$ cat src/rtl/reverse_scanner_if.sv
// Bus between the reversi board and the reverse scanner: scan request, board read port and flip stream.
interface reverse_scanner_if;
    localparam int unsigned CW = 3;
    localparam int unsigned AW = 6;

    logic          start;
    logic [CW-1:0] place_x;
    logic [CW-1:0] place_y;
    logic          is_black;
    logic [AW-1:0] rd_addr;
    logic [CW-1:0] rd_data;
    logic          flip_valid;
    logic [AW-1:0] flip_addr;
    logic          busy;
    logic          done;
    logic [AW-1:0] flip_count;

    modport master (
        output start, place_x, place_y, is_black, rd_data,
        input  rd_addr, flip_valid, flip_addr, busy, done, flip_count
    );

    modport slave (
        input  start, place_x, place_y, is_black, rd_data,
        output rd_addr, flip_valid, flip_addr, busy, done, flip_count
    );
endinterface

$ cat src/rtl/reverse_scanner.sv
// Walks the 8 directions from a placed piece on an 8x8 board and streams the addresses
// of opponent pieces bracketed by an own piece.
module reverse_scanner (
    input  logic              clk,
    input  logic              resetn,
    reverse_scanner_if.slave  bus
);
    localparam int unsigned CW = 3;
    localparam int unsigned AW = 6;
    localparam logic [CW-1:0] BLACK = 3'b111;
    localparam logic [CW-1:0] WHITE = 3'b110;

    typedef enum logic [2:0] {IDLE, DIR_INIT, READ, EVAL, FLIP, NEXT_DIR, FINISH} state_t;

    state_t        state, n_state;
    logic [2:0]    px, py, cx, cy, dir, run_len;
    logic [2:0]    n_px, n_py, n_cx, n_cy, n_dir, n_run_len;
    logic          black, n_black;
    logic [AW-1:0] rd_addr, n_rd_addr, flip_addr, n_flip_addr, flip_count, n_flip_count;
    logic          flip_valid, n_flip_valid, busy, n_busy, done, n_done;
    logic [6:0]    from_place, from_cur;
    logic [CW-1:0] own, opp;

    // One step in direction d; result is {off_board, y, x}. A 4-bit add exposes wrap in bit 3.
    function automatic logic [6:0] step(input logic [2:0] x, input logic [2:0] y, input logic [2:0] d);
        logic [3:0] dx, dy, nx, ny;
        dx = 4'd0;
        dy = 4'd0;
        case (d)
            3'd0: begin dx = 4'd0;  dy = 4'hF; end
            3'd1: begin dx = 4'd1;  dy = 4'hF; end
            3'd2: begin dx = 4'd1;  dy = 4'd0; end
            3'd3: begin dx = 4'd1;  dy = 4'd1; end
            3'd4: begin dx = 4'd0;  dy = 4'd1; end
            3'd5: begin dx = 4'hF;  dy = 4'd1; end
            3'd6: begin dx = 4'hF;  dy = 4'd0; end
            default: begin dx = 4'hF; dy = 4'hF; end
        endcase
        nx = {1'b0, x} + dx;
        ny = {1'b0, y} + dy;
        return {nx[3] | ny[3], ny[2:0], nx[2:0]};
    endfunction

    assign from_place = step(px, py, dir);
    assign from_cur   = step(cx, cy, dir);
    assign own        = black ? BLACK : WHITE;
    assign opp        = black ? WHITE : BLACK;

    // Next-state and next-output logic; every output is registered below.
    always_comb begin
        n_state      = state;
        n_px         = px;
        n_py         = py;
        n_cx         = cx;
        n_cy         = cy;
        n_dir        = dir;
        n_run_len    = run_len;
        n_black      = black;
        n_rd_addr    = rd_addr;
        n_flip_addr  = flip_addr;
        n_flip_count = flip_count;
        n_busy       = busy;
        n_flip_valid = 1'b0;
        n_done       = 1'b0;
        case (state)
            IDLE: begin
                if (bus.start) begin
                    n_px         = bus.place_x;
                    n_py         = bus.place_y;
                    n_black      = bus.is_black;
                    n_dir        = 3'd0;
                    n_flip_count = '0;
                    n_busy       = 1'b1;
                    n_state      = DIR_INIT;
                end
            end
            DIR_INIT: begin
                n_cx      = from_place[2:0];
                n_cy      = from_place[5:3];
                n_run_len = 3'd0;
                if (from_place[6]) begin
                    n_state = NEXT_DIR;
                end else begin
                    n_rd_addr = from_place[5:0];
                    n_state   = READ;
                end
            end
            READ: n_state = EVAL;
            EVAL: begin
                if (bus.rd_data == opp) begin
                    n_run_len = run_len + 3'd1;
                    n_cx      = from_cur[2:0];
                    n_cy      = from_cur[5:3];
                    if (from_cur[6]) begin
                        n_state = NEXT_DIR;
                    end else begin
                        n_rd_addr = from_cur[5:0];
                        n_state   = READ;
                    end
                end else if (bus.rd_data == own && run_len != 3'd0) begin
                    // First flip leaves with the transition so pulses line up with FLIP cycles.
                    n_flip_valid = 1'b1;
                    n_flip_addr  = from_place[5:0];
                    n_flip_count = flip_count + AW'(1);
                    n_cx         = from_place[2:0];
                    n_cy         = from_place[5:3];
                    n_run_len    = run_len - 3'd1;
                    n_state      = FLIP;
                end else begin
                    n_state = NEXT_DIR;
                end
            end
            FLIP: begin
                if (run_len == 3'd0) begin
                    n_state = NEXT_DIR;
                end else begin
                    n_flip_valid = 1'b1;
                    n_flip_addr  = from_cur[5:0];
                    n_flip_count = flip_count + AW'(1);
                    n_cx         = from_cur[2:0];
                    n_cy         = from_cur[5:3];
                    n_run_len    = run_len - 3'd1;
                end
            end
            NEXT_DIR: begin
                if (dir == 3'd7) begin
                    n_done  = 1'b1;
                    n_busy  = 1'b0;
                    n_state = FINISH;
                end else begin
                    n_dir   = dir + 3'd1;
                    n_state = DIR_INIT;
                end
            end
            FINISH:  n_state = IDLE;
            default: n_state = IDLE;
        endcase
    end

    always_ff @(posedge clk or negedge resetn) begin
        if (!resetn) begin
            state      <= IDLE;
            px         <= '0;
            py         <= '0;
            cx         <= '0;
            cy         <= '0;
            dir        <= '0;
            run_len    <= '0;
            black      <= 1'b0;
            rd_addr    <= '0;
            flip_addr  <= '0;
            flip_count <= '0;
            flip_valid <= 1'b0;
            busy       <= 1'b0;
            done       <= 1'b0;
        end else begin
            state      <= n_state;
            px         <= n_px;
            py         <= n_py;
            cx         <= n_cx;
            cy         <= n_cy;
            dir        <= n_dir;
            run_len    <= n_run_len;
            black      <= n_black;
            rd_addr    <= n_rd_addr;
            flip_addr  <= n_flip_addr;
            flip_count <= n_flip_count;
            flip_valid <= n_flip_valid;
            busy       <= n_busy;
            done       <= n_done;
        end
    end

    assign bus.rd_addr    = rd_addr;
    assign bus.flip_valid = flip_valid;
    assign bus.flip_addr  = flip_addr;
    assign bus.flip_count = flip_count;
    assign bus.busy       = busy;
    assign bus.done       = done;
endmodule

$ cat src/flat_wrapper.sv
// flat-port wrapper written by rule: the top's interface ports become plain ports
module reverse_scanner_flat 
  (clk, resetn, bus_start, bus_place_x, bus_place_y, bus_is_black, bus_rd_data, bus_rd_addr, bus_flip_valid, bus_flip_addr, bus_busy, bus_done, bus_flip_count);
  reverse_scanner_if bus_i ();
  input  logic clk;
  input  logic resetn;
  input wire logic [$bits(bus_i.start)-1:0] bus_start;
  input wire logic [$bits(bus_i.place_x)-1:0] bus_place_x;
  input wire logic [$bits(bus_i.place_y)-1:0] bus_place_y;
  input wire logic [$bits(bus_i.is_black)-1:0] bus_is_black;
  input wire logic [$bits(bus_i.rd_data)-1:0] bus_rd_data;
  output wire logic [$bits(bus_i.rd_addr)-1:0] bus_rd_addr;
  output wire logic [$bits(bus_i.flip_valid)-1:0] bus_flip_valid;
  output wire logic [$bits(bus_i.flip_addr)-1:0] bus_flip_addr;
  output wire logic [$bits(bus_i.busy)-1:0] bus_busy;
  output wire logic [$bits(bus_i.done)-1:0] bus_done;
  output wire logic [$bits(bus_i.flip_count)-1:0] bus_flip_count;
  assign bus_i.start = bus_start;
  assign bus_i.place_x = bus_place_x;
  assign bus_i.place_y = bus_place_y;
  assign bus_i.is_black = bus_is_black;
  assign bus_i.rd_data = bus_rd_data;
  assign bus_rd_addr = bus_i.rd_addr;
  assign bus_flip_valid = bus_i.flip_valid;
  assign bus_flip_addr = bus_i.flip_addr;
  assign bus_busy = bus_i.busy;
  assign bus_done = bus_i.done;
  assign bus_flip_count = bus_i.flip_count;
  reverse_scanner u_core (.clk(clk), .resetn(resetn), .bus(bus_i));
endmodule
$ cat config.mk
export PLATFORM = sky130hd
export DESIGN_NAME = reverse_scanner_flat
export DESIGN_NICKNAME = d
export VERILOG_FILES = /design/src/rtl/reverse_scanner_if.sv /design/src/rtl/reverse_scanner.sv /design/src/flat_wrapper.sv
export SDC_FILE = /design/constraint.sdc
export NUM_CORES = 1
export LEC_CHECK = 0
export CAP_MARGIN = 10
export CELL_PAD_IN_SITES_DETAIL_PLACEMENT = 0
export CELL_PAD_IN_SITES_GLOBAL_PLACEMENT = 1
export CORE_AREA = 4 4 84 86
export CTS_BUF_LIST = sky130_fd_sc_hd__clkbuf_4 sky130_fd_sc_hd__clkbuf_8
export DETAILED_ROUTE_END_ITERATION = 12
export DIE_AREA = 0 0 88 90
export HOLD_SLACK_MARGIN = 0.06
export PLACE_DENSITY_LB_ADDON = 0.1
export SYNTH_ARGS = -nofsm -noshare
export SYNTH_HDL_FRONTEND = slang
export SYNTH_SLANG_ARGS = --single-unit
$ cat constraint.sdc
create_clock -name clk -period 3.1 [get_ports clk]
set_input_delay 0.62 -clock clk [delete_from_list [all_inputs] [get_ports clk]]
set_output_delay 0.62 -clock clk [all_outputs]
set_load 0.02 [all_outputs]
==> summary.txt <==
Status: finished clean
Final setup violation count: 0
Syn avg cell area: 8.78 µm²
Vias: 2,218
CTS Sinks: 43
Setup TNS: 0 ps
Port bufs: 33
Slew Limit Fails: 0
H-tree levels: 2
Worst Setup Start Kind: flip-flop
Vias per Instance: 5.32
CTS Hold Bufs: 0
Layout cells sized above 1: 9.12%
CP Capture Type: flip-flop
CP arrival: 2900 ps
Rel. slew slack: 35.0%
Power density cells: 1210 nW/µm²
Worst-path clk slew: 80 ps
Leading area contributor after synthesis: dfrtp_1
Clock Tree Buf Depth: 2
Top-area cell type share of the netlist area: 40.6%
Die Wd: 88 µm
Final Critical Period: 2720 ps
Post-CTS resize count: 0
CTS root buf: clkbuf_8
Gr ovfl total: 0
P_sw: 1.70 mW
Iter 0 DRT Violations: 77
Leak: 1.46 nW
Fin Clk Skew: 10.7 ps
Synthesis-to-layout area growth: 21.6%
I/O pins: 34
Flops & latches, synth: 43
DRC errors left: 0
Slew @ Worst Pin: 976 ps
Cts bufs inserted: 5
Post-Syn Area: 2650 µm²
Pwr Total: 3.89 mW
Worst hold-check path type: input pin to asynchronous set/reset pin
Crit path max fanout: 7
Worst path cell trace: ha_1 > ha_1 > nor2_1 > o21ai_2 > and4_4 > or4_4 > a21oi_4 > mux2_2
Detail Route Antenna Nets: 0
Critical Path Max Stage Delay: 520 ps
Register area share after synthesis: 40.6%
Combinational fraction of design power: 60.2%
Peak supply drop: 550 µV
RePlAce Congestion: 0.810
Hpwl dp: 4730 µm
Antenna diodes: 0
Nets@finish: 372
Initial Utilization: 42.3%
CTS tree: yes
Initial antenna violation count: 0
Pre-antenna DRT Iters: 4
Post-synth net total: 335
Synth area leaders: dfrtp_1, ha_1, nand2_1, o21ai_0, nor2_1
Global-route usage over all layers: 17.1%
Wire length per cell: 15.4 µm
CP Class: flip-flop to flip-flop
Final hold vios: 0
RSZ-0062 raised after global routing: false
Largest net degree at the start of global routing: 44
Row cnt: 29
Cell count after synthesis: 302
YS warnings: 0
Sw frac: 43.8%
Count of cell types in the netlist: 45
Core area: 6280 µm²
CP max stage cell: or4_4
Worst-skew pair later-pin latency: 300 ps
Part of the power in the clock network: 13.7%
Vias in the first global route: 2,188
Max cap viols: 0
Die Area: 7920 µm²
First-pass GRT wire length: 10,700 µm
Worst EP required: 3280 ps
Highest clock rate: 368 MHz
FILL cells: 624
Int Pwr: 2.19 mW
Chip height: 90 µm
Sequential cell fraction of total power: 26.0%
Most used cell, CP: ha_1
Routed WL: 6440 µm
Period utilisation layout: 87.7%
Post-CTS Setup Inserts: 0
power by group through the flow:
stage / registers (mW) / logic (mW) / clock network, mW
after CTS: 1.01 / 2.37 / 0.551
after global placement: 1.02 / 2.33 / 0
after global routing: 1.05 / 2.62 / 0.568
after detailed placement: 1.02 / 2.36 / 0
after floorplan: 1.08 / 1.60 / 0
final: 1.01 / 2.34 / 0.534
logic make-up after synthesis:
group           count (synthesis)  synth area share, %
xor+xnor                       10                 3.30
flops                          43                 40.6
simple gates                  132                 22.9
compound gates                 60                 14.2
mux                            17                 6.79
buf+inv                        20                 2.88
fa+ha+maj                      20                 9.43
layout make-up:
type	instances	area [µm²]	share of cell area, %
Clock inverter	2	60.1	1.86
Tap cell	77	96.3	2.99
Multi-Input combinational cell	239	1500	46.5
Clock buffer	6	76.3	2.37
Inverter	10	37.5	1.16
Sequential cell	43	1080	33.4
Timing Repair Buffer	40	378	11.7
worst paths after layout:
path | startpoint | endpoint | slack [ps] | depth (start not counted)
max | u_core.dir[0] | u_core.bus.rd_addr[1] | 380 | 8
max in group asynchronous | resetn | u_core.bus.flip_valid | 2020 | 1
max reg2reg | u_core.dir[0] | u_core.bus.rd_addr[1] | 380 | 8
min reg2reg | u_core.bus.flip_count[5] | u_core.bus.flip_count[5] | 490 | 1
min | resetn | u_core.bus.busy | 480 | 1
min in group clk | u_core.bus.flip_count[5] | u_core.bus.flip_count[5] | 490 | 1
stage by stage:
stage / utilization, % / worst slack, ps / std cells / instance area [µm²] / hold slack, ps
global placement: 49.2 / 474 / 409 / 3090 / 459
finish: 51.4 / 381 / 417 / 3220 / 478
CTS: 51.4 / 360 / 417 / 3220 / 487
global route: 51.4 / 230 / 417 / 3220 / 513
floorplan: - / 612 / 302 / 2650 / 324
detailed placement: 49.2 / 393 / 409 / 3090 / 474
worst max-delay path, delay by kind of cell (launching register included):
family | cells | cell delay [ps]
flops | 1 | 430
mux | 1 | 380
compound gates | 2 | 450
fa+ha+maj | 2 | 450
simple gates | 3 | 890
placed cells by master (no fill, tap or decap), types with 2 or more instances in the layout:
cell type / Yosys / routed
nand2_1: 59 / 59
dfrtp_1: 43 / 43
clkdlybuf4s50_1: 0 / 32
nor2_1: 27 / 27
o21ai_0: 25 / 25
ha_1: 20 / 20
nand3_1: 11 / 11
inv_1: 10 / 10
a21oi_1: 10 / 10
xnor2_1: 9 / 9
mux2i_1: 9 / 9
nor3_1: 8 / 8
mux2_2: 8 / 8
buf_4: 0 / 7
nand2b_1: 6 / 6
nor2b_1: 5 / 5
a31oi_1: 5 / 5
clkbuf_8: 0 / 5
nand4_1: 3 / 3
o31ai_1: 3 / 3
nand3b_1: 2 / 2
and3_1: 2 / 2
o22ai_1: 2 / 2
o22a_1: 2 / 2
a221o_1: 2 / 2
bufinv_16: 0 / 2
registers in the layout (all words and copies together), names as in the netlist:
signal,count
u_core.bus.rd_addr,6
u_core.run_len,3
u_core.bus.done,1
u_core.black,1
u_core.bus.flip_addr,6
u_core.bus.flip_count,6
u_core.px,3
u_core.state,3
u_core.bus.busy,1
u_core.cx,3
u_core.py,3
u_core.bus.flip_valid,1
u_core.dir,3
u_core.cy,3
layer usage:
metal	up-vias	share of wire, %	global-route usage (%)
li1	1128	-	-
met2	30	47	27.4
met1	1051	49	23.4
met5	-	0	0
met3	9	2.8	3.11
met4	0	1.4	4.48
cell usage after synthesis:
| master | instances |
|---|---|
| o32a_1 | 1 |
| buf_2 | 1 |
| o22ai_1 | 2 |
| nor4_1 | 1 |
| nand4_1 | 3 |
| xnor2_1 | 9 |
| nand2_1 | 59 |
| a22oi_1 | 1 |
| o21ai_2 | 1 |
| nor4b_1 | 1 |
| xor2_1 | 1 |
| a21boi_1 | 1 |
| a31oi_1 | 5 |
| ha_1 | 20 |
| and3_1 | 2 |
| a21oi_1 | 10 |
| nor3_1 | 8 |
| clkbuf_1 | 9 |
| nand2b_1 | 6 |
| nand2_2 | 1 |
| or3_2 | 1 |
| dfrtp_1 | 43 |
| o21a_1 | 1 |
| inv_1 | 10 |
| nor2b_1 | 5 |
| o22a_1 | 2 |
| nor2_1 | 27 |
| and2_1 | 1 |
| and4_4 | 1 |
| o31ai_1 | 3 |
| a41oi_1 | 1 |
| nand3b_1 | 2 |
| or4_4 | 1 |
| or3_1 | 1 |
| a22o_1 | 1 |
| a21o_1 | 1 |
| mux2i_1 | 9 |
| o21ai_0 | 25 |
| or4b_2 | 1 |
| nand3_1 | 11 |
| o32ai_1 | 1 |
| a21oi_4 | 1 |
| o21ai_1 | 1 |
| a221o_1 | 2 |
| mux2_2 | 8 |
Power figures use the tool's default switching activity.
==> edit 1 (config.mk and constraints unchanged) <==
Encoding of `state_t`: now one-hot (7 bits for 7 states).
--- a/src/rtl/reverse_scanner.sv
+++ b/src/rtl/reverse_scanner.sv
@@ -12,3 +12,3 @@
 
-    typedef enum logic [2:0] {IDLE, DIR_INIT, READ, EVAL, FLIP, NEXT_DIR, FINISH} state_t;
+    typedef enum logic [6:0] {IDLE = 7'b0000001, DIR_INIT = 7'b0000010, READ = 7'b0000100, EVAL = 7'b0001000, FLIP = 7'b0010000, NEXT_DIR = 7'b0100000, FINISH = 7'b1000000} state_t;
 
Function: no difference found for any inputs over 10 cycles, from zero or initial values and one cycle with resetn low; not proved beyond that.
==> edit 1 against the unedited design <==
  * Design area is 7.8% higher
  * Wire length is 5.7% lower
  * Combinational power shrank 40%
  * Clock skew down 0.0031 ns
  * Sequential cell count increased by 4
  * Die area stayed put
  * Total power down 27%
  * Largest power group unchanged
  * Synthesized area rose by 8.4%
  * Worst setup slack got worse by 0.20 ns
==> edit 1: results (changes against the unedited design) <==
Parameter                              Value

Outcome
  Result of the run    finished, final reports clean

Critical path
  Worst reg2reg path depth    12 (+4)
  Data arrival, critical path    3.11 ns (+0.21 ns)
  Cell type group with the largest total delay on the critical path    compound AO/OA/AOI/OAI gates
  Critical path's slowest cell    sky130_fd_sc_hd__dfrtp_1

Cells and area
  Layout cells sized above 1    0.139 (+0.0479)
  Number of nets in the finished design    374 (+0.54%)

Global routing
  Number of global-route vias before repair    2,131 (-2.6%)
  Wire length of the first global-routing pass    10.4 mm (-3.1%)
  Routing usage on met1    0.224 (-0.0106)
  Largest net degree at the start of global routing    48 (+9.1%)
  Met2 Track Usage GR    0.259 (-0.0151)

STA
  Skew final    0.00765 ns (-0.00308 ns)

Drt
  Amount of wire on met2 after detailed routing    2.82 mm (-7.0%)
  Routed length on met3    201 µm (+14%)
  Wire length on met1    2.92 mm (-6.8%)
  Detailed-route vias per instance    5.30 (-0.42%)

Placement
  HPWL Detailed    4.77 mm (+0.92%)
  Global placer's final weighted congestion    0.837 (+3.3%)
  Post-place setup slack    0.0306 ns (-0.362 ns)
  Post-placement cell area    3330 µm² (+7.7%)

Pwr
  Share of total power consumed by net switching    0.381 (-0.0568)
  IR drop worst, VDD    0.406 mV (-26%)
  Leakage power    1.66 nW (+14%)

Yosys
  Count of cell types in the netlist    51 (+13%)
  Top cells by instance count after synthesis    sky130_fd_sc_hd__nand2_1, sky130_fd_sc_hd__dfrtp_1, sky130_fd_sc_hd__ha_1
  Number of nets in the synthesized netlist    331 (-1.2%)

Hold path
  Hold WC Path Type    reg -> reg
[edit 1: changes by cell type after synthesis, moves of 6 or more]
cell                      delta
sky130_fd_sc_hd__inv_1       +6
sky130_fd_sc_hd__nor2_1     -11
sky130_fd_sc_hd__o21ai_0     -7
sky130_fd_sc_hd__nor3_1      -6
sky130_fd_sc_hd__nand2_1    -11
[edit 1: stage by stage]
stage / hold slack (ns) / cells / util
after floorplan: 0.324 / 294 / -
after global placement: 0.465 / 406 / 0.530
after detailed placement: 0.472 / 406 / 0.530
after CTS: 0.493 / 414 / 0.552
after global routing: 0.516 / 415 / 0.554
final: 0.482 / 415 / 0.554
[edit 1: repair_timing]
| action | in CTS | in global routing |
|---|---|---|
| gates resized for setup | 0 | 3 |
| buffers inserted | 0 | 1 |
| endpoints found under the setup margin | 0 | 7 |
[edit 1: worst paths after layout]
path                            slack (ns)                                start                                   end
worst max register to register        0.19            u_core.dir[0]$_DFFE_PN0P_     u_core.bus.rd_addr[1]$_DFFE_PN0P_
worst min-delay path                  0.48  u_core.bus.flip_addr[5]$_DFFE_PN0P_   u_core.bus.flip_addr[5]$_DFFE_PN0P_
max in group asynchronous             1.95                               resetn     u_core.bus.rd_addr[2]$_DFFE_PN0P_
worst min register to register        0.48  u_core.bus.flip_addr[5]$_DFFE_PN0P_   u_core.bus.flip_addr[5]$_DFFE_PN0P_
min in group asynchronous             0.50                               resetn  u_core.bus.flip_count[4]$_DFFE_PN0P_
worst max-delay path                  0.19            u_core.dir[0]$_DFFE_PN0P_     u_core.bus.rd_addr[1]$_DFFE_PN0P_
[edit 1: area by class of cell]
| cell class | instances | area, µm² |
|---|---|---|
| Fill cell | 592 | 2800 |
| Clock inverter | 2 | 60.1 |
| Timing Repair Buffer | 44 | 408 |
| Clock buffer | 6 | 76.3 |
| Multi-Input combinational cell | 223 | 1600 |
| Inverter | 16 | 60.1 |
| Sequential cell | 47 | 1180 |
| Tap cell | 77 | 96.3 |
[edit 1: power groups by stage]
stage | Clock [mW] | Combinational, mW | Sequential, mW
after global routing | 0.580 | 1.57 | 0.920
after global placement | 0 | 1.37 | 0.906
after CTS | 0.556 | 1.40 | 0.896
after floorplan | 0 | 0.946 | 0.925
after detailed placement | 0 | 1.39 | 0.908
final | 0.541 | 1.40 | 0.895
[edit 1: cells by family (layout without fill, tap and decap cells)]
kind of cell             count (synthesis)  count (layout)  share of synthesized area
AO/OA/AOI/OAI                           60              60                      0.129
adder cells (fa/ha/maj)                 24              24                      0.110
multiplexers                            25              25                     0.0983
flip-flops                              47              47                      0.409
AND/OR/NAND/NOR                        101             101                      0.177
XOR/XNOR                                13              13                     0.0396
buffers and inverters                   24              68                     0.0374
==> edit 2 (config.mk and constraints unchanged) <==
Without the edit above. Take the reset off `rd_addr` and `flip_addr` and load them in a clocked block of their own.
--- a/src/rtl/reverse_scanner.sv
+++ b/src/rtl/reverse_scanner.sv
@@ -149,4 +149,2 @@
             black      <= 1'b0;
-            rd_addr    <= '0;
-            flip_addr  <= '0;
             flip_count <= '0;
@@ -164,4 +162,2 @@
             black      <= n_black;
-            rd_addr    <= n_rd_addr;
-            flip_addr  <= n_flip_addr;
             flip_count <= n_flip_count;
@@ -171,2 +167,7 @@
         end
+    end
+
+    always_ff @(posedge clk) begin
+        rd_addr   <= n_rd_addr;
+        flip_addr <= n_flip_addr;
     end
Check against the original RTL: differs if resetn is asserted again (counterexample within 4 cycles, from zero or initial values and one cycle with resetn low); with resetn held inactive, the same outputs for 10 cycles.
==> edit 2 against the unedited design <==
  * Global-route usage fell by 1.3 points
  * Synthesized area grew 0.33%
  * Core utilization is 0.54 points lower
  * Wire length decreased by 9.5%
  * Worst setup slack got worse by 0.18 ns
  * Sequential cell count did not move
  * Total power rose by 2.3%
  * Non-clock buffer count unchanged
  * Design area down 1.0%
  * First-iteration DRC count is 3.9% lower
==> edit 2: results (changes against the unedited design) <==
Parameter                              Value

Outcome
  Result of the run    finished, final reports clean

STA
  Skew final    0.00301 ns (-0.00773 ns)

Global routing
  Largest net degree at the start of global routing    32 (-27%)
  Number of global-route vias before repair    1,991 (-9.0%)
  GRT Overall Usage    0.158 (-0.0128)
  Wire length of the first global-routing pass    9.79 mm (-8.8%)

Yosys
  Number of synthesized flops with an enable pin    12 (+12)
  Adder and majority cell fraction of the synthesized area    0.118 (+0.0241)
  Synth top area cells    sky130_fd_sc_hd__dfrtp_1, sky130_fd_sc_hd__edfxtp_1, sky130_fd_sc_hd__ha_1
  Post-Synthesis Mean Instance Area    10.6 µm² (+21%)
  Number of nets in the synthesized netlist    288 (-14%)
  Mux contribution to synthesized area    0.0889 (+0.0209)
  Compound-cell area share of the yosys netlist    0.146 (+0.00424)
  Sequential element share of the synthesized area    0.427 (+0.0212)
  Top cells by instance count after synthesis    sky130_fd_sc_hd__dfrtp_1, sky130_fd_sc_hd__nand2_1, sky130_fd_sc_hd__ha_1

Drt
  DRT iter0 DRCs    74 (-3.9%)
  Via count    1,941 (-12%)
  Total wire length after detailed routing    5.82 mm (-9.5%)

Hold path
  Hold WC Path Type    reg -> reg

Pwr
  IR drop worst, VDD    0.679 mV (+24%)
  Leakage power    1.46 nW (about the same)
  Sequential group share of total power    0.278 (+0.018)

Critical path
  Data arrival, critical path    2.91 ns (about the same)
  Largest stage delay on the critical path    0.43 ns (-0.09 ns)
  Critical path's slowest cell    sky130_fd_sc_hd__dfrtp_1
  Worst reg2reg path depth    10 (+2)
  Cell type group with the largest total delay on the critical path    adder cells
  Worst R2R End    u_core.bus.rd_addr[1]$_DFFE_PP_

Placement
  Post-Place Cells    360 (-12%)

Cells and area
  Non-filler cells, final    368 (-12%)
==> edit 2: worst min-delay path by stage <==
stage	start	slack, ns	depth (start not counted)	to
floorplan	resetn	0.32	0	u_core.black$_DFFE_PN0P_
global placement	u_core.bus.flip_count[5]$_DFFE_PN0P_	0.46	1	u_core.bus.flip_count[5]$_DFFE_PN0P_
detailed placement	u_core.bus.flip_count[5]$_DFFE_PN0P_	0.46	1	u_core.bus.flip_count[5]$_DFFE_PN0P_
CTS	u_core.bus.flip_count[5]$_DFFE_PN0P_	0.48	1	u_core.bus.flip_count[5]$_DFFE_PN0P_
global route	u_core.bus.busy$_DFFE_PN0P_	0.52	1	u_core.bus.busy$_DFFE_PN0P_
finish	u_core.bus.flip_count[5]$_DFFE_PN0P_	0.47	1	u_core.bus.flip_count[5]$_DFFE_PN0P_
==> edit 2: layer usage <==
| metal | global-route usage | vias to the layer above | share of wire |
|---|---|---|---|
| li1 | - | 971 | - |
| met3 | 0.0311 | 8 | 0.032 |
| met5 | 0 | - | 0 |
| met2 | 0.253 | 30 | 0.48 |
| met1 | 0.210 | 932 | 0.47 |
| met4 | 0.0537 | 0 | 0.016 |
==> edit 2: through the flow <==
| step | setup slack, ns | instance area (µm²) |
|---|---|---|
| final | 0.201 | 3190 |
| after global routing | 0.0193 | 3190 |
| after CTS | 0.0657 | 3180 |
| after detailed placement | 0.0864 | 3100 |
| after global placement | 0.147 | 3100 |
| after floorplan | 0.232 | 2660 |
==> edit 2: layout make-up <==
type,instances,area [µm²]
Timing Repair Buffer,40,383
Sequential cell,43,1140
Multi-Input combinational cell,183,1430
Clock buffer,6,76.3
Inverter,17,63.8
Tap cell,77,96.3
Fill cell,592,3090
Clock inverter,2,7.51
